<file path="config.mk">
export PLATFORM = sky130hd
export DESIGN_NAME = vga_bounce_box_flat
export DESIGN_NICKNAME = d
export VERILOG_FILES = /design/src/rtl/vga_bounce_box_if.sv /design/src/rtl/vga_bounce_box.sv /design/src/flat_wrapper.sv
export SDC_FILE = /design/constraint.sdc
export NUM_CORES = 1
export LEC_CHECK = 0
export BUFFER_PORTS_ARGS = -buffer_cell sky130_fd_sc_hd__buf_2
export CAP_MARGIN = 20
export CORE_MARGIN = 1.5
export CORE_UTILIZATION = 55
export CTS_CLUSTER_SIZE = 20
export DETAILED_ROUTE_END_ITERATION = 12
export GPL_TIMING_DRIVEN = 0
export PLACE_DENSITY_LB_ADDON = 0.05
export SLEW_MARGIN = 15
export SYNTH_ARGS = -nofsm -noshare
export SYNTH_HDL_FRONTEND = slang
export SYNTH_SLANG_ARGS = --single-unit
export TNS_END_PERCENT = 30
</file>
<file path="constraint.sdc">
create_clock -name clk -period 3.8 [get_ports clk]
set_clock_uncertainty 0.2 [all_clocks]
set_input_delay 0.19 -clock clk [delete_from_list [all_inputs] [get_ports clk]]
set_output_delay 0.19 -clock clk [all_outputs]
set_load 0.05 [all_outputs]
</file>
<file path="src/rtl/vga_bounce_box_if.sv">
// vga_bounce_box_if: timing-generator bus (counters, visible flag, syncs) feeding pixel stages.
interface vga_bounce_box_if;
  logic [9:0] hc;
  logic [9:0] vc;
  logic       vidon;
  logic       hsync;
  logic       vsync;
  modport master (output hc, vc, vidon, hsync, vsync);
  modport slave (input hc, vc, vidon, hsync, vsync);
endinterface

</file>
<file path="src/rtl/vga_bounce_box.sv">
// vga_bounce_box: draws a bouncing square over a background, registered RGB332 plus delayed syncs.
// Define VGA_BOX_COLOR_CYCLE_EN to step the box colour through a palette on every bounce.
module vga_bounce_box #(
  parameter int HBP = 144,
  parameter int VBP = 31,
  parameter int H_ACTIVE = 640,
  parameter int V_ACTIVE = 480,
  parameter int BOX_SIZE = 32,
  parameter int SPEED = 2,
  parameter int X0 = 100,
  parameter int Y0 = 60,
  parameter logic [7:0] BOX_COLOR = 8'hE0,
  parameter logic [7:0] BG_COLOR = 8'h03
) (
  input  logic              clk,
  input  logic              clr_n,
  vga_bounce_box_if.slave   tg,
  input  logic              run,
  output logic [2:0]        red,
  output logic [2:0]        green,
  output logic [1:0]        blue,
  output logic              hsync_o,
  output logic              vsync_o,
  output logic              frame_tick
);
  localparam logic [10:0] BOX = 11'(BOX_SIZE);
  localparam logic [10:0] SP = 11'(SPEED);
  localparam logic [10:0] HA = 11'(H_ACTIVE);
  localparam logic [10:0] VA = 11'(V_ACTIVE);
  localparam logic [9:0] STEP = 10'(SPEED);
  logic [9:0] x, y;
  logic [9:0] bx_q, bx_d, by_q, by_d;
  logic       xdn_q, xdn_d, ydn_q, ydn_d;
  logic       vs_q, hs_o_q, vs_o_q, ft_q, ft_d;
  logic [7:0] rgb_q, rgb_d, box_c;
  logic       tick, step, bnx, bny, in_box;
  assign x = tg.hc - 10'(HBP);
  assign y = tg.vc - 10'(VBP);
  // xdn/ydn set means the box is moving towards 0 on that axis
  always_comb begin
    tick = vs_q & ~tg.vsync;
    step = tick & run;
    ft_d = tick;
    bnx = xdn_q ? ({1'b0, bx_q} <= SP) : ({1'b0, bx_q} + BOX + SP >= HA);
    bny = ydn_q ? ({1'b0, by_q} <= SP) : ({1'b0, by_q} + BOX + SP >= VA);
    bx_d = bx_q;
    by_d = by_q;
    xdn_d = xdn_q;
    ydn_d = ydn_q;
    if (step) begin
      bx_d = bnx ? (xdn_q ? '0 : 10'(H_ACTIVE - BOX_SIZE)) : (xdn_q ? bx_q - STEP : bx_q + STEP);
      by_d = bny ? (ydn_q ? '0 : 10'(V_ACTIVE - BOX_SIZE)) : (ydn_q ? by_q - STEP : by_q + STEP);
      xdn_d = xdn_q ^ bnx;
      ydn_d = ydn_q ^ bny;
    end
    in_box = ({1'b0, x} >= {1'b0, bx_q}) && ({1'b0, x} < {1'b0, bx_q} + BOX) &&
             ({1'b0, y} >= {1'b0, by_q}) && ({1'b0, y} < {1'b0, by_q} + BOX);
    rgb_d = !tg.vidon ? 8'h00 : in_box ? box_c : BG_COLOR;
  end
  always_ff @(posedge clk or negedge clr_n) begin
    if (!clr_n) begin
      bx_q <= 10'(X0);
      by_q <= 10'(Y0);
      xdn_q <= 1'b0;
      ydn_q <= 1'b0;
      vs_q <= 1'b0;
      hs_o_q <= 1'b0;
      vs_o_q <= 1'b0;
      ft_q <= 1'b0;
      rgb_q <= '0;
    end else begin
      bx_q <= bx_d;
      by_q <= by_d;
      xdn_q <= xdn_d;
      ydn_q <= ydn_d;
      vs_q <= tg.vsync;
      hs_o_q <= tg.hsync;
      vs_o_q <= tg.vsync;
      ft_q <= ft_d;
      rgb_q <= rgb_d;
    end
  end
`ifdef VGA_BOX_COLOR_CYCLE_EN
  localparam logic [7:0] PAL [8] = '{8'hE0, 8'hFC, 8'h1C, 8'h1F, 8'h03, 8'hE3, 8'hFF, 8'h92};
  logic [2:0] ci_q, ci_d;
  // a corner hit is one bounce event, so both axes share one increment
  always_comb ci_d = (step && (bnx || bny)) ? ci_q + 3'd1 : ci_q;
  always_ff @(posedge clk or negedge clr_n) begin
    if (!clr_n) ci_q <= '0;
    else ci_q <= ci_d;
  end
  assign box_c = PAL[ci_q];
`else
  assign box_c = BOX_COLOR;
`endif
  assign {red, green, blue} = rgb_q;
  assign hsync_o = hs_o_q;
  assign vsync_o = vs_o_q;
  assign frame_tick = ft_q;
endmodule
</file>
<file path="src/flat_wrapper.sv">
// flat-port wrapper written by rule: the top's interface ports become plain ports
module vga_bounce_box_flat 
#(
  parameter int HBP = 144,
  parameter int VBP = 31,
  parameter int H_ACTIVE = 640,
  parameter int V_ACTIVE = 480,
  parameter int BOX_SIZE = 32,
  parameter int SPEED = 2,
  parameter int X0 = 100,
  parameter int Y0 = 60,
  parameter logic [7:0] BOX_COLOR = 8'hE0,
  parameter logic [7:0] BG_COLOR = 8'h03
)
  (clk, clr_n, run, red, green, blue, hsync_o, vsync_o, frame_tick, tg_hc, tg_vc, tg_vidon, tg_hsync, tg_vsync);
  vga_bounce_box_if tg_i ();
  input  logic clk;
  input  logic clr_n;
  input  logic run;
  output logic [2:0] red;
  output logic [2:0] green;
  output logic [1:0] blue;
  output logic hsync_o;
  output logic vsync_o;
  output logic frame_tick;
  input wire logic [$bits(tg_i.hc)-1:0] tg_hc;
  input wire logic [$bits(tg_i.vc)-1:0] tg_vc;
  input wire logic [$bits(tg_i.vidon)-1:0] tg_vidon;
  input wire logic [$bits(tg_i.hsync)-1:0] tg_hsync;
  input wire logic [$bits(tg_i.vsync)-1:0] tg_vsync;
  assign tg_i.hc = tg_hc;
  assign tg_i.vc = tg_vc;
  assign tg_i.vidon = tg_vidon;
  assign tg_i.hsync = tg_hsync;
  assign tg_i.vsync = tg_vsync;
  vga_bounce_box #(.HBP(HBP), .VBP(VBP), .H_ACTIVE(H_ACTIVE), .V_ACTIVE(V_ACTIVE), .BOX_SIZE(BOX_SIZE), .SPEED(SPEED), .X0(X0), .Y0(Y0), .BOX_COLOR(BOX_COLOR), .BG_COLOR(BG_COLOR)) u_core (.clk(clk), .clr_n(clr_n), .tg(tg_i), .run(run), .red(red), .green(green), .blue(blue), .hsync_o(hsync_o), .vsync_o(vsync_o), .frame_tick(frame_tick));
endmodule
</file>
## Word-level counts from Yosys, hierarchy flattened

Cells that the tools add are included.

| word-level totals | value |
|---|---|
| bits in registers | 33 |
| input bits | 26 |
| output and inout port bits | 11 |
| word-level logic and storage cells | 44 |

| cells by class | value |
|---|---|
| add/subtract/negate cells | 10 |
| magnitude comparators | 8 |
| multiplexer cells | 10 |
| bitwise gates (word level) | 5 |
| reduce and logical (&&, ||, !) cells | 3 |

Operator list:

| kind | number |
|---|---|
| two-way mux 10 bit | 5 |
| adder 10 x 6 -> 11 bit, second input constant | 2 |
| adder 11 x 2 -> 11 bit, second input constant | 2 |
| less-than comparator 10 x 11 -> 1 bit | 2 |
| adder 10 x 2 -> 10 bit, second input constant | 2 |
| greater-or-equal comparator 10 bit | 2 |
| <= comparator 10 x 2 -> 1 bit, second input constant | 2 |
| subtractor 10 x 2 -> 10 bit, second input constant | 2 |
| two-way mux 8 bit | 2 |
| greater-or-equal comparator 11 x 10 -> 1 bit, second input constant | 1 |
| greater-or-equal comparator 11 x 9 -> 1 bit, second input constant | 1 |
| subtractor 10 x 5 -> 10 bit, second input constant | 1 |
| subtractor 10 x 8 -> 10 bit, second input constant | 1 |
| two-way mux 9 bit | 1 |
| logical AND 1 bit | 3 |
| AND 1 bit | 2 |
| two-way mux 1 bit | 2 |
| XOR 1 bit | 2 |
| inverter 1 bit | 1 |

## Longest topological paths before layout

| logic depth | value |
|---|---|
| depth in word-level cells | 7 |
| gate-level depth with buffers | 11 |
| mapped depth without buffers | 10 |

## Worst setup path before layout

No wires, ideal clock.

| path | value |
|---|---|
| kind | flip-flop to flip-flop |
| start | register u_core.bx_q[6] |
| end | register u_core.rgb_q[1] |
| setup time | 119 ps |
| arrival time | 2189 ps |
| data required time | 3481 ps |
| slack | 1293 ps |
| cell stages (with the launch flop) | 9 |
| path buffers | 0 |
| period minus slack after synthesis | 2507 ps |
| cell sequence | dfstp_2 ha_1 xor2_1 inv_1 ha_1 a2111oi_0 a221o_1 o221ai_1 o21a_1 |

| on the way | value |
|---|---|
| longest elaborated chain between the ends | 7 |
| elaborated cells between the ends (all ways) | 8 |
| classes of those cells | add/sub (1); order compare (2); mux (2); reduce/logical (3) |

Ends and longest elaborated chain:

| what | RTL line | text |
|---|---|---|
| from (decl) | vga_bounce_box.sv:32 | `logic [9:0] bx_q, bx_d, by_q, by_d;` |
| from (signal assigned) | vga_bounce_box.sv:62 | `bx_q <= 10'(X0);` |
| adder 10 x 6 -> 11 bit | vga_bounce_box.sv:56 | `in_box = ({1'b0, x} >= {1'b0, bx_q}) && ({1'b0, x} < {1'b0, bx_q} + BOX) &&` |
| less-than comparator 10 x 11 -> 1 bit | vga_bounce_box.sv:56 |  |
| logical AND 1 bit * (2 in a row) | vga_bounce_box.sv:56 |  |
| logical AND 1 bit * | vga_bounce_box.sv:57 | `({1'b0, y} >= {1'b0, by_q}) && ({1'b0, y} < {1'b0, by_q} + BOX);` |
| two-way mux 8 bit * (2 in a row) | vga_bounce_box.sv:58 | `rgb_d = !tg.vidon ? 8'h00 : in_box ? box_c : BG_COLOR;` |
| to (signal assigned) | vga_bounce_box.sv:80 | `rgb_q <= rgb_d;` |
| to (decl) | vga_bounce_box.sv:35 | `logic [7:0] rgb_q, rgb_d, box_c;` |

Mark *: on every way between the ends. The rest lies on a longest branch, timed or not.
A chain may end at the register's enable or synchronous reset.

## Worst setup path after layout

Same ends and word-level chain as after synthesis.

==> metrics.log <==
[metrics] status: completed
[metrics] maximum count of clock buffers along a single path: 2
[metrics] TritonCTS clock tree: built
[metrics] number of instances in the synthesized netlist: 341
[metrics] switching fraction of total power: 0.453
[metrics] drt first-iter violations: 154
[metrics] Reg clk slew, reported paths: 90 ps
[metrics] total global routing track utilization: 0.240
[metrics] sequential-to-total area share from yosys stat: 0.219
[metrics] share of the core filled with cells in the final layout: 0.638
[metrics] largest net degree at the start of global routing: 26
[metrics] number of synthesized register bits: 25
[metrics] Pre-antenna DRT Iters: 4
[metrics] area enclosed by the die boundary: 5710 sq um
[metrics] initial antenna violation count: 0
[metrics] clock net sink count: 25
[metrics] remaining design rule violation count: 0
[metrics] Via Count: 2618
[metrics] fin crit period: 2890 ps
[metrics] total count of max-transition violations in the final report: 0
[metrics] type of the worst setup path: flip-flop to flip-flop
[metrics] Die X-Extent: 75.5 microns
[metrics] remaining antenna violation count: 0
[metrics] floorplan row count: 26
[metrics] Routed WL per cell: between 10 and 15 microns
[metrics] number of violations of the max-capacitance limit: 0
[metrics] Post-CTS Setup Bufs: 0
[metrics] Clock power frac: 0.137
[metrics] placer's final routability congestion estimate: 0.894
[metrics] Flop pwr share: 0.332
[metrics] vias in the first global route: 2360
[metrics] number of nets in the final layout: 453
[metrics] Worst setup SP type: flip-flop
[metrics] global-route wire length before repair: 10.7 mm
[metrics] HP Class: primary input to async pin
[metrics] maximum frequency from static timing analysis: 346 MHz
[metrics] hold-fix buffers at CTS: 4
[metrics] post-synthesis async set-or-reset flop share: 1.00
[metrics] Power Total: 0.00119 W
[metrics] final count of hold timing violations: 0
[metrics] total setup violations reported at the end of the flow: 0
[metrics] finished layout cell area: 3240 sq um
[metrics] aggregate global routing overflow: 0
[metrics] vias per std cell: around 5.8
[metrics] prevailing post-synth register cell: dfrtp_1
[metrics] CP Capture Type: flip-flop
[metrics] commonest cells after routing, fill and taps aside: 43 x ha_1, 38 x buf_2, 32 x inv_1, 21 x o21ai_0
[metrics] clock buffers created by TritonCTS: 3
[metrics] area inside the core boundary: 5070 sq um
[metrics] Detail Placement HPWL: 5.18 mm
[metrics] switching power of the nets: 0.000540 W
[metrics] Syn Std Cell Area: 2890 sq um
[metrics] top cell type's share of synthesized area: 0.186
[metrics] data arrival time of the critical path: 2860 ps
[metrics] count of flip-flops with a built-in enable after synthesis: 0
[metrics] Synth Area per Inst: 8.49 sq um
[metrics] number of instances resized during post-cts repair: 0
[metrics] Inst Count DP: 445
[metrics] final routed wirelength across all metal layers: about 6.6 mm
[metrics] initial core utilization: 0.570
[metrics] largest cells by area after synthesis: ha_1 19%, dfrtp_1 16%, dfstp_2 6.4%, xnor2_1 4.8%, inv_1 4.2%
[metrics] clock tree root driver cell: clkbuf_8
[metrics] CTS H-Tree Depth: 1
[metrics] synth-to-layout area growth: 11.9%
[metrics] Power Dens Cells: 369 nW/um^2
[metrics] leakage power summed over all cells: between 1 and 1.5 nW
[metrics] RSZ-0062 raised after global routing: no
[metrics] worst-path fanout max: 8
[metrics] worst setup slack for register-to-register paths: 910 ps
[metrics] Top-Level Pins: 37
[metrics] Int Power: approximately 0.00065 W
[metrics] height of the die: 75.5 microns
[metrics] final period utilization: 0.760
[metrics] Unique masters post-synth: 69
[metrics] fraction of layout cells with a size suffix above 1: 0.193
[metrics] cell taking the most area after synthesis: ha_1
[metrics] share of power burned in combinational logic: 0.531
[metrics] max-slew headroom at the worst pin: 0.616
[metrics] commonest non-fill, non-tap cell in the layout: ha_1
[metrics] antenna fix cells: 0
[metrics] final cell count without fillers: 453
[metrics] placed instance area: 3150 sq um
[metrics] synth warn: 0
[metrics] final-layout setup total negative slack: 0 ps
[metrics] peak ir drop on the vdd network: 0.275 mV
[metrics] Clk Latency, worst-skew pair: 270 ps
[metrics] I/O Buffers: 32
[metrics] data required time at the worst endpoint: 3770 ps
[metrics] worst slew pin tran: between 500 and 600 ps
[stage by stage]
stage	worst slack, ps	hold slack (ps)
final	913	242
after global routing	761	274
after CTS	921	256
after detailed placement	921	13.6
after global placement	1040	12.6
after floorplan	1290	-306
[cells by family (layout without fill, tap and decap cells)]
logic type                 after synthesis  after routing  synth area share
buffers and inverters                   52             92            0.0856
muxes                                    3              3            0.0104
AOI/OAI and AO/OA                       91             91             0.236
and+or+nand+nor                        101            101             0.183
adders and majority gates               43             43             0.186
DFF                                     25             25             0.219
xor gates and xnor gates                25             25            0.0783
other                                    1              3           0.00130
[flip-flops by register name, summed over array words and instances, names as in the netlist]
register / cells
u_core.vs_q: 1
u_core.xdn_q: 1
u_core.bx_q: 9
u_core.frame_tick: 1
u_core.rgb_q: 2
u_core.hsync_o: 1
u_core.by_q: 9
u_core.ydn_q: 1
[cell usage after synthesis, types with 9 or more instances]
cell type / number
nand3_1: 14
nor3_1: 9
nand4_1: 9
inv_1: 32
o21ai_0: 21
xnor2_1: 16
nand2_1: 20
dfrtp_1: 18
a21oi_1: 13
nor2_1: 20
ha_1: 43
[worst max-delay path, stage by stage (launching register included)]
cell and delay (ps):
dfstp_2 650, ha_1 280, xor2_1 250, inv_1 80, ha_1 280, a2111oi_0 490, a221o_1 250, o221ai_1 130
o21a_1 190
[layer usage]
layer | vias up | part of all wire | GRT usage
li1 | 1331 | - | -
met1 | 1186 | 0.51 | 0.353
met2 | 91 | 0.42 | 0.376
met3 | 10 | 0.058 | 0.0265
met4 | 0 | 0.013 | 0.0595
met5 | - | 0 | 0
[power groups by stage]
stage | clock network, W | registers [W] | logic, W
after floorplan | 0 | 0.000393 | 0.000468
after global placement | 0 | 0.000396 | 0.000611
after detailed placement | 0 | 0.000398 | 0.000625
after CTS | 0.000169 | 0.000393 | 0.000632
after global routing | 0.000175 | 0.000405 | 0.000724
final | 0.000163 | 0.000396 | 0.000635
[path summary, 6_finish.rpt]
path	from	endpoint	cells past startpoint
min in group clk	run	u_core.by_q[8]$_DFFE_PN0P_	3
min	clr_n	u_core.hsync_o$_DFF_PN0_	2
max in group asynchronous	clr_n	u_core.by_q[4]$_DFFE_PN1P_	2
min reg2reg	u_core.vs_q$_DFF_PN0_	u_core.frame_tick$_DFF_PN0_	1
max	u_core.bx_q[6]$_DFFE_PN1P_	u_core.rgb_q[1]$_DFF_PN0_	8
max reg2reg	u_core.bx_q[6]$_DFFE_PN1P_	u_core.rgb_q[1]$_DFF_PN0_	8
[final cells by class]
type | instances | area [sq um]
clock buffers | 3 | 41.3
repair buffers | 36 | 200
flip-flops and latches | 25 | 634
clock inverters | 1 | 7.51
multi-input cells | 266 | 2020
fillers | 452 | 1840
inverters | 32 | 120
well taps | 70 | 87.6
plain buffers | 20 | 128
No activity file was read; power rests on OpenSTA's default activity.
